## config.mk

```make
export PLATFORM = sky130hd
export DESIGN_NAME = logic_issue_stage
export DESIGN_NICKNAME = d
export VERILOG_FILES = /design/src/rtl/logic_issue_stage_pkg.sv /design/src/rtl/logic_issue_stage_decode.sv /design/src/rtl/logic_issue_stage.sv
export SDC_FILE = /design/constraint.sdc
export NUM_CORES = 1
export LEC_CHECK = 0
export ABC_AREA = 1
export ABC_CLOCK_PERIOD_IN_PS = 2700
export CORE_AREA = 5 5 141 116
export DETAILED_ROUTE_END_ITERATION = 7
export DIE_AREA = 0 0 146 121
export GPL_TIMING_DRIVEN = 0
export PLACE_DENSITY_LB_ADDON = 0.2
export SLEW_MARGIN = 20
export SYNTH_ARGS = -nofsm -noshare
export SYNTH_HDL_FRONTEND = slang
export SYNTH_SLANG_ARGS = --single-unit
```

## constraint.sdc

```tcl
create_clock -name clk -period 2.7 [get_ports clk]
set_input_delay 0.27 -clock clk [delete_from_list [all_inputs] [get_ports clk]]
set_output_delay 0.27 -clock clk [all_outputs]
set_load 0.005 [all_outputs]
```

## src/rtl/logic_issue_stage_pkg.sv

```systemverilog
// Shared definitions for the logical-unit issue stage.
// Holds the FLAG encodings, the MIPS opcode/funct constants and the issue-entry layout.
package logic_issue_stage_pkg;

    localparam int ISSUE_DATA_W = 32;
    localparam int ISSUE_REG_W  = 5;

    // FLAG codes understood by the downstream logical unit
    localparam logic [3:0] LOGIC_AND  = 4'b1000;
    localparam logic [3:0] LOGIC_OR   = 4'b1110;
    localparam logic [3:0] LOGIC_XOR  = 4'b0110;
    localparam logic [3:0] LOGIC_NOR  = 4'b0001;
    localparam logic [3:0] LOGIC_A    = 4'b1010;
    localparam logic [3:0] LOGIC_NONE = 4'b0000;

    localparam logic [5:0] OP_SPECIAL = 6'h00;
    localparam logic [5:0] OP_ANDI    = 6'h0C;
    localparam logic [5:0] OP_ORI     = 6'h0D;
    localparam logic [5:0] OP_XORI    = 6'h0E;
    localparam logic [5:0] OP_LUI     = 6'h0F;

    localparam logic [5:0] FN_AND = 6'h24;
    localparam logic [5:0] FN_OR  = 6'h25;
    localparam logic [5:0] FN_XOR = 6'h26;
    localparam logic [5:0] FN_NOR = 6'h27;

    typedef struct packed {
        logic [ISSUE_DATA_W-1:0] a;
        logic [ISSUE_DATA_W-1:0] b;
        logic [3:0]              flag;
        logic [ISSUE_REG_W-1:0]  rd;
        logic                    illegal;
    } issue_entry_t;

    function automatic logic [ISSUE_DATA_W-1:0] zext_imm(input logic [15:0] imm);
        return {16'h0000, imm};
    endfunction

endpackage

```

## src/rtl/logic_issue_stage_decode.sv

```systemverilog
// Combinational decode of a MIPS logical instruction into an issue entry.
// Non-logical instructions still produce an entry, marked illegal with FLAG 0000.
module logic_decode
    import logic_issue_stage_pkg::*;
(
    input  logic [5:0]              opcode,
    input  logic [5:0]              funct,
    input  logic [ISSUE_DATA_W-1:0] rs_val,
    input  logic [ISSUE_DATA_W-1:0] rt_val,
    input  logic [15:0]             imm,
    input  logic [ISSUE_REG_W-1:0]  rd,
    output issue_entry_t            entry
);

    always_comb begin
        entry.a       = rs_val;
        entry.b       = rt_val;
        entry.flag    = LOGIC_NONE;
        entry.rd      = rd;
        entry.illegal = 1'b1;

        case (opcode)
            OP_SPECIAL: begin
                case (funct)
                    FN_AND: begin entry.flag = LOGIC_AND; entry.illegal = 1'b0; end
                    FN_OR:  begin entry.flag = LOGIC_OR;  entry.illegal = 1'b0; end
                    FN_XOR: begin entry.flag = LOGIC_XOR; entry.illegal = 1'b0; end
                    FN_NOR: begin entry.flag = LOGIC_NOR; entry.illegal = 1'b0; end
                    default: ;
                endcase
            end
            OP_ANDI: begin
                entry.b       = zext_imm(imm);
                entry.flag    = LOGIC_AND;
                entry.illegal = 1'b0;
            end
            OP_ORI: begin
                entry.b       = zext_imm(imm);
                entry.flag    = LOGIC_OR;
                entry.illegal = 1'b0;
            end
            OP_XORI: begin
                entry.b       = zext_imm(imm);
                entry.flag    = LOGIC_XOR;
                entry.illegal = 1'b0;
            end
            // LUI is executed as "pass A" with the immediate pre-shifted into the upper half
            OP_LUI: begin
                entry.a       = {imm, 16'h0000};
                entry.b       = '0;
                entry.flag    = LOGIC_A;
                entry.illegal = 1'b0;
            end
            default: ;
        endcase
    end

endmodule

```

## src/rtl/logic_issue_stage.sv

```systemverilog
// Issue stage feeding the ALU logical unit: decode, registered output plus one skid entry.
// in_ready depends only on skid occupancy, so it never combinationally follows out_ready.
module logic_issue_stage
    import logic_issue_stage_pkg::*;
#(
    parameter int DATA_W = ISSUE_DATA_W,
    parameter int REG_W  = ISSUE_REG_W
) (
    input  logic              clk,
    input  logic              rst_n,
    input  logic              flush,
    input  logic              in_valid,
    output logic              in_ready,
    input  logic [5:0]        in_opcode,
    input  logic [5:0]        in_funct,
    input  logic [DATA_W-1:0] in_rs_val,
    input  logic [DATA_W-1:0] in_rt_val,
    input  logic [15:0]       in_imm,
    input  logic [REG_W-1:0]  in_rd,
    output logic              out_valid,
    input  logic              out_ready,
    output logic [DATA_W-1:0] out_a,
    output logic [DATA_W-1:0] out_b,
    output logic [3:0]        out_flag,
    output logic [REG_W-1:0]  out_rd,
    output logic              out_illegal
);

    issue_entry_t dec_entry;
    issue_entry_t main_reg, main_next;
    issue_entry_t skid_reg, skid_next;
    logic         main_valid_reg, main_valid_next;
    logic         skid_valid_reg, skid_valid_next;
    logic         in_xfer;
    logic         main_free;

    logic_decode u_decode (
        .opcode (in_opcode),
        .funct  (in_funct),
        .rs_val (in_rs_val),
        .rt_val (in_rt_val),
        .imm    (in_imm),
        .rd     (in_rd),
        .entry  (dec_entry)
    );

    assign in_ready  = ~skid_valid_reg;
    assign in_xfer   = in_valid & in_ready;
    // Main can take new data when empty or when its current content leaves this cycle
    assign main_free = ~main_valid_reg | out_ready;

    always_comb begin
        main_next       = main_reg;
        main_valid_next = main_valid_reg;
        skid_next       = skid_reg;
        skid_valid_next = skid_valid_reg;

        if (flush) begin
            main_valid_next = 1'b0;
            skid_valid_next = 1'b0;
        end else if (main_free) begin
            // Skid holds the older entry, so it always wins over a same-cycle input
            if (skid_valid_reg) begin
                main_next       = skid_reg;
                main_valid_next = 1'b1;
                skid_valid_next = 1'b0;
            end else begin
                main_valid_next = in_xfer;
                if (in_xfer) begin
                    main_next = dec_entry;
                end
            end
        end else if (in_xfer) begin
            skid_next       = dec_entry;
            skid_valid_next = 1'b1;
        end
    end

    always_ff @(posedge clk or negedge rst_n) begin
        if (!rst_n) begin
            main_reg       <= '0;
            skid_reg       <= '0;
            main_valid_reg <= 1'b0;
            skid_valid_reg <= 1'b0;
        end else begin
            main_reg       <= main_next;
            skid_reg       <= skid_next;
            main_valid_reg <= main_valid_next;
            skid_valid_reg <= skid_valid_next;
        end
    end

    assign out_valid   = main_valid_reg;
    assign out_a       = main_reg.a;
    assign out_b       = main_reg.b;
    assign out_flag    = main_reg.flag;
    assign out_rd      = main_reg.rd;
    assign out_illegal = main_reg.illegal;

endmodule

```

# After elaboration in Yosys (flattened, before gate mapping)
# Index checks and enable logic that the tools add are counted.
# totals
register_bits	150
input_bits	102
output_inout_bits	76
# classes
n_eq_ne	8
muxes	14
bitwise_logic	6
reduce_logical	9
# ops
op	n
74-bit two-way mux	2
32-bit case mux with 2 select lines	1
32-bit two-way mux	1
6-bit by 4-bit == test with 1-bit output, second input constant	4
6-bit == test, second input constant	4
4-bit case mux with 5 select lines	1
4-bit case mux with 4 select lines	1
4-bit OR reduction	2
1-bit two-way mux	7
6-bit logical NOT	1
3-bit AND reduction	2
1-bit NOT	4
2-bit nonzero test	2
3-bit nonzero test	1
3-bit OR reduction	1
1-bit case mux with 2 select lines	1
1-bit bitwise AND	1
1-bit bitwise OR	1

# Logic depth before layout (Yosys ltp)
# Gate-level depths: netlist of the first run.
# depth
word_depth	6
ltp_mapped	9
ltp_nobuf	8

# By module
# A second synthesis of the first run with hierarchy kept.
# unflattened
hier_cells	1107
hier_area_um2	7836.3
# modules_own_cells
mod	instances	cells_per_inst	area_per_inst_um2	seq_area_each_um2
logic_issue_stage	1	896	6815.3	3753.6
logic_decode	1	211	1021.0	0.0

# Worst setup path after synthesis of the first run
# No wires, ideal clock.
# synth_path
path_type	register -> register
from	register skid_valid_reg
to	register main_reg (netlist bit out_b[23])
t_arrival_ns	1.252
t_required_ns	2.578
path_slack_ns	1.325
stages_incl_launch_ff	9
n_path_buf	2
period_less_slack_ns	1.375
path_cell_list	dfrtp_1 > buf_4 > nor2_1 > nor2_2 > nand2_4 > inv_2 > buf_6 > or2_0 > a21boi_1
# synth_via
elab_chain_len	4
elab_cells_between_ends	5
# synth_rtl
item	line_no	text
from (decl)	logic_issue_stage.sv:33	logic skid_valid_reg, skid_valid_next;
from (signal assigned)	logic_issue_stage.sv:89	skid_valid_reg <= skid_valid_next;
1-bit NOT	logic_issue_stage.sv:47	assign in_ready = ~skid_valid_reg;
1-bit bitwise AND	logic_issue_stage.sv:48	assign in_xfer = in_valid & in_ready;
2-bit nonzero test (no line)	--	
3-bit AND reduction (no line)	--	
to (signal assigned)	logic_issue_stage.sv:86	main_reg <= main_next;
to (decl)	logic_issue_stage.sv:30	issue_entry_t main_reg, main_next;
# Parallel ways exist; a longest one is shown, timed or not.
# A chain may end at the register's enable or synchronous reset.

# Final worst setup path of the first run
# layout_path
from	register skid_valid_reg
to	output port in_ready
# layout_via
elab_chain_len	1
# layout_rtl
item	line_no	text
1-bit NOT	logic_issue_stage.sv:47	
to (decl)	logic_issue_stage.sv:13	output logic in_ready,
# No other way between the ends.

==> results of run 1 <==
==> how the worst max path moves through the flow <==
stage                               start                     to  slack [ns]  depth (start not counted)
3_3_place_gp                        rst_n  out_a[23]$_DFFE_PN0P_       -4.84                          1
3_5_place_dp                 in_opcode[3]  out_b[15]$_DFFE_PN0P_        0.62                          9
4_1_cts        skid_valid_reg$_DFFE_PN0P_               in_ready        0.18                          5
6_report       skid_valid_reg$_DFFE_PN0P_               in_ready        0.19                          5
2_1_floorplan  skid_valid_reg$_DFFE_PN0P_  out_b[23]$_DFFE_PN0P_        1.33                          8
5_1_grt        skid_valid_reg$_DFFE_PN0P_               in_ready         0.1                          5
==> timing repair <==
item / in CTS / in global routing
hold buffers: 1 / 0
setup buffers: 0 / 0
resized for setup: 0 / 0
hold endpoints to repair: 76 / 0
==> power by group through the flow <==
stage                     clock (µW)  sequential (µW)  combinational [µW]
after floorplan                    0             2970                 618
after global placement             0             2990                1350
after detailed placement           0             3000                1390
after CTS                       2440             2980                1400
after global routing            2540             3040                1540
final                           2430             2980                1390
==> through the flow <==
step | cells | hold WS [ns] | total power [µW]
after floorplan | 873 | -0.0256 | 3590
after global placement | 1239 | 0.462 | 4340
after detailed placement | 1240 | 0.297 | 4390
after CTS | 1273 | 0.424 | 6820
after global routing | 1273 | 0.438 | 7120
final | 1273 | 0.398 | 6810
==> area by class of cell <==
| cell class | count | area share, % |
|---|---|---|
| Sequential cell | 150 | 38.1 |
| Multi-Input combinational cell | 627 | 30.2 |
| Timing Repair Buffer | 179 | 18.4 |
| Clock buffer | 22 | 4.71 |
| Buffer | 63 | 3.67 |
| Tap cell | 189 | 2.40 |
| Clock inverter | 10 | 1.29 |
| Inverter | 33 | 1.26 |
==> layer usage <==
layer	global-route usage, %	part of all wire (%)
met1	39.2	44
met2	39.4	44
met3	6.42	9.4
met4	8.99	2.1
met5	0	0.055
==> placed cells by master, fill, tap and decap left out, drive strengths merged <==
cell type / count
a21boi: 10
a21oi: 43
a2bb2oi: 18
a31oi: 21
buf: 50
bufinv: 3
clkbuf: 37
clkdlybuf4s50: 176
clkinv: 6
clkinvlp: 1
dfrtp: 150
dlygate4sd3: 1
inv: 33
nand2: 248
nand3: 90
nand3b: 7
nand4: 11
nor2: 87
o211ai: 2
o21a: 1
o21ai: 79
or2: 10
==> kinds of logic after synthesis <==
group	Yosys count
DFF	150
and+or+nand+nor	453
buffers and inverters	96
AOI/OAI and AO/OA	174
==> critical path: cells and delay by family (launching register included) <==
family / cells / cell delay (ns)
flops: 1 / 0.35
buf+inv: 5 / 1.46
==> results.py, run 1 <==
metrics = {
    "critical_path": {
        "critPathKind": "flip-flop to output port",
        "crit_arrival_ns": 2.24,
        "r2r_setup_slack_ns": 0.92,
        "slowest_stage": "clkdlybuf4s50_1",
        "cp_max_fo": 10,
        "reg2reg_from": "out_valid$_DFFE_PN0N_",
        "crit_chain": "buf_4, inv_2, buf_2, buf_2, clkdlybuf4s50_1",
        "end_kind": "output port",
        "r2r-end": "out_b[15]$_DFFE_PN0P_",
        "worstSetupStartpointType": "flip-flop",
        "path_common_cell": "buf_2",
        "slowest_delay_ns": 0.56,
        "critical_path_required_ns": 2.43,
        "rr_worst_depth": 9,
    },
    "logic_synthesis": {
        "synth_ff_type": "dfrtp_1",
        "syn_inst": 873,
        "synth-xor-area-share_pct": 0,
        "syn_avg_cell_area_um2": 8.27,
        "synthArstFlopShare_pct": 100,
        "synth_compound_area_share_pct": 14.0,
        "syn_nets": 975,
        "synthSimpleGateAreaFrac_pct": 27.3,
        "yosysTopAreaCell": "dfrtp_1",
        "netlist_top_cells_area": "dfrtp_1 52%, nand2_1 13%, nand3_1 6.2%",
        "ys_seq_elements": 150,
        "synth_seq_area_share_pct": 52.0,
        "synth_mux_area_share_pct": 0,
        "yosysMostFrequentCell": "nand2_1",
        "synth_fa_ha_area_share_pct": 0,
        "synth_top_area_share_pct": 52.0,
        "ys_top_cells_by_count": "243 x nand2_1, 150 x dfrtp_1, 89 x nand3_1",
        "synth_top_family_by_area": "simple AND/OR/NAND/NOR gates",
        "synth_cell_types": 31,
        "synth_warnings": 0,
        "syn_area_um2": 7220,
        "synth_edf_count": 0,
    },
    "final_layout": {
        "syn_to_final_growth_pct": 36.6,
        "fillers": 1208,
        "largest_register_ffs": 74,
        "seqCellArea_um2": 3750,
        "stdcell_area_um2": 9860,
        "nets": 1173,
        "insertedDiodeCount": 0,
        "multi_input_area_um2": 2980,
        "final_layout_size_suffix_gt1_share_pct": 9.04,
        "final_util_pct": 66.8,
    },
    "floorplanning": {
        "ios": 178,
        "die_width_um": 146,
        "initial_core_util_pct": 48.9,
        "rows": 40,
        "die_h_um": 121,
        "die-area_um2": 17700,
        "core_um2": 14800,
    },
    "cts": {
        "h-tree-depth": 4,
        "cts_max_path_buffers": 2,
        "cts.sinks": 150,
        "cts_buffers": 17,
        "clk_pin_slew_ns": 0.06,
        "root_buffer": "clkbuf_16",
        "tritoncts": "done",
        "insertion_delay_ns": 0.43,
    },
    "route": {
        "drt_iter0_markers": 727,
        "routed_wirelength_um": 23800,
        "avgRoutedWirePerCell_um": 18.7,
        "drc": 0,
        "detail_route.vias_per_cell": 5.60,
        "vias": 7125,
        "drtAntennaViolNets": 0,
        "dr.pass1.iters": 5,
    },
    "pwr": {
        "ir_drop_mv": 0.530,
        "p_sw_share_pct": 26.8,
        "switchingPower_uw": 1830,
        "pwr-share-clk_pct": 35.7,
        "seqPwrFrac_pct": 43.8,
        "p_int_uw": 4990,
        "p_per_area_nw_per_um2": 691,
        "cellLeakagePower_uw": 0.00477,
        "pwr-share-comb_pct": 20.5,
    },
    "grt": {
        "globalRoute.totalOverflow": 0,
        "grt_max_degree": 78,
        "grtUsageTotal_pct": 26.9,
        "grt_first_pass_wirelength_um": 37000,
        "antenna_found_initial": 1,
        "grt_pass1_vias": 6872,
    },
    "sta": {
        "finalCritPeriodShare_pct": 93.0,
        "tns_ns": 0,
        "maxSlewHeadroom_pct": 52.7,
        "slew_violations": 0,
        "setup_viol": 0,
        "min_period_ns": 2.51,
        "rsz0062_at_grt": "false",
        "skew_ns": 0.00647,
        "tightest_slew_ns": 0.709,
        "fmax_ghz": 0.398,
        "setup_ws_ns": 0.190,
        "report.final.hold_viol_count": 0,
    },
    "place": {
        "gp_congestion": 0.884,
        "post-place-ws_ns": 0.625,
        "placed_cell_area_um2": 9260,
        "hpwl_um": 16700,
        "port_buffers": 177,
    },
    "worst_hold_path": {
        "holdCritPathClass": "primary input to asynchronous set/reset pin",
    },
    "job": {
        "max_cap_violations": 0,
    },
    "run_status": {
        "status": "finished, final reports clean",
    },
}
No activity file was read; power rests on OpenSTA's default activity.
==> run 2: changes to the inputs <==
Settings changed: CORE_AREA 5 5 141 116 to 5 5 136 112, DIE_AREA 0 0 146 121 to 0 0 141 117, REMOVE_ABC_BUFFERS set to 1.
==> run 2 against run 1 <==
  * Maximum frequency up 0.60%
  * Final area down 1.5%
  * Cell count down 4.9%
  * Critical path type is now flip-flop to flip-flop
  * Highest routed layer is now met4
==> results.py, run 2 (same netlist as run 1, synthesis figures left out) <==
metrics = {
    "run_status": {
        "status": "finished, final reports clean",
    },
    "sta": {
        "slew_violations": 0,
        "report.final.hold_viol_count": 0,
        "setup_ws_ns": 0.204,
        "finalCritPeriodShare_pct": 92.4,
        "fmax_ghz": 0.401,
        "holdWs_ns": 0.411,
        "maxSlewHeadroom_pct": 47.9,
        "min_period_ns": 2.50,
        "skew_ns": 0.00942,
        "setup_viol": 0,
        "tightest_slew_ns": 0.779,
        "rsz0062_at_grt": "false",
    },
    "grt": {
        "use_met2_pct": 40.0,
        "antenna_found_initial": 0,
        "grt_first_pass_wirelength_um": 32800,
        "grt_max_degree": 115,
        "grt_pass1_vias": 6446,
        "use_met1_pct": 33.4,
        "grtUsageTotal_pct": 25.0,
        "globalRoute.totalOverflow": 0,
        "grt.busiest_layer": "met2",
        "use_met3_pct": 7.27,
    },
    "place": {
        "placed_cell_area_um2": 8980,
        "gp_congestion": 0.770,
        "port_buffers": 177,
        "hpwl_um": 11700,
        "place_inst": 1175,
        "post-place-ws_ns": -1.28,
    },
    "route": {
        "drt_iter0_markers": 583,
        "detail_route.vias_per_cell": 5.54,
        "avgRoutedWirePerCell_um": 17.5,
        "routed_wirelength_um": 21100,
        "vias": 6705,
        "dr.pass1.iters": 5,
        "drtAntennaViolNets": 0,
        "drc": 0,
    },
    "worst_hold_path": {
        "holdCritPathClass": "primary input to asynchronous set/reset pin",
    },
    "critical_path": {
        "critPathKind": "flip-flop to flip-flop",
        "crit_arrival_ns": 2.83,
        "worstSetupStartpointType": "flip-flop",
        "reg2reg_from": "skid_valid_reg$_DFFE_PN0P_",
        "cp_max_fo": 67,
        "end_kind": "flip-flop",
        "critical_path_required_ns": 3.03,
        "crit_start": "skid_valid_reg$_DFFE_PN0P_",
    },
    "cts": {
        "clk_pin_slew_ns": 0.06,
        "postCtsSetupBuffers": 0,
        "cts.sinks": 150,
        "tritoncts": "done",
        "cts_buffers": 17,
        "cts_max_path_buffers": 2,
        "insertion_delay_ns": 0.42,
        "h-tree-depth": 4,
        "root_buffer": "clkbuf_16",
    },
    "pwr": {
        "pwr-share-comb_pct": 19.7,
        "seqPwrFrac_pct": 43.2,
        "switchingPower_uw": 1780,
        "ir_drop_mv": 0.470,
        "fin_total_pwr_uw": 6900,
        "cellLeakagePower_uw": 0.00463,
        "p_sw_share_pct": 25.8,
        "p_per_area_nw_per_um2": 711,
        "pwr-share-clk_pct": 37.1,
        "p_int_uw": 5120,
    },
    "final_layout": {
        "nets": 1117,
        "mostFrequentLayoutCells": "243 x nand2_1, 176 x clkdlybuf4s50_1, 149 x dfrtp_1",
        "final_layout_size_suffix_gt1_share_pct": 6.04,
        "syn_to_final_growth_pct": 34.5,
        "insertedDiodeCount": 0,
        "fillers": 1126,
        "stdcell_area_um2": 9710,
        "final_common_cell": "nand2_1",
        "largest_register_ffs": 74,
        "finalNonFillerCells": 1211,
    },
    "floorplanning": {
        "ios": 178,
        "initial_core_util_pct": 52.1,
        "rows": 39,
        "die_h_um": 117,
        "die_width_um": 141,
        "core_um2": 13900,
        "die-area_um2": 16500,
    },
    "job": {
        "max_cap_violations": 0,
    },
}
-- run 2: area by class of cell --
class | count | area, µm² | area share (%)
sequential | 150 | 3760 | 38.7
multi-input combinational | 631 | 3050 | 31.4
timing repair buffer | 182 | 1890 | 19.5
clock buffer | 24 | 492 | 5.06
tap | 184 | 230 | 2.37
inverter | 33 | 149 | 1.53
clock inverter | 7 | 143 | 1.47
-- run 2: repair_timing --
item,in CTS,in global routing
hold buffers,1,0
endpoints found under the hold margin,77,0
cloned,2,2
setup endpoints to repair,110,46
pin swaps,1,1
resized for setup,8,3
-- run 2: metrics by stage --
step	utilization, %	setup TNS, ns
5_1_grt	70.1	0
3_3_place_gp	63.9	-1005.30
3_5_place_dp	64.8	-60.42
2_1_floorplan	-	-53.04
6_report	70.1	0
4_1_cts	69.8	0
-- run 2: layer usage --
layer,up-vias,wire (µm)
li1,3180,-
met1,3202,9090
met2,303,9880
met3,20,1900
met4,0,278
met5,-,0
-- run 2: worst max-delay path: stages (launching register included) --
cell and delay, ns:
dfrtp_4 0.62, inv_6 0.33, buf_16 0.31, nand4_4 0.43
inv_12 0.40, nor2_1 0.07, a31oi_1 0.15
-- run 2: power groups by stage --
stage / combinational, µW / sequential, µW / clock (µW)
floorplan: 583 / 2980 / 0
global placement: 1290 / 3000 / 0
detailed placement: 1340 / 3000 / 0
CTS: 1360 / 2980 / 2590
global route: 1510 / 3040 / 2690
finish: 1360 / 2980 / 2560
-- run 2: worst paths after layout --
path | end | slack [ns] | cells after the start
setup / recovery | skid_reg[20]$_DFFE_PN0P_ | 0.20 | 6
hold / removal | out_valid$_DFFE_PN0N_ | 0.41 | 2
setup reg to reg | skid_reg[20]$_DFFE_PN0P_ | 0.20 | 6
hold reg to reg | out_flag[2]$_DFFE_PN0P_ | 0.48 | 2
max in group asynchronous | skid_reg[14]$_DFFE_PN0P_ | 1.52 | 3
min in group clk | skid_reg[4]$_DFFE_PN0P_ | 0.44 | 3
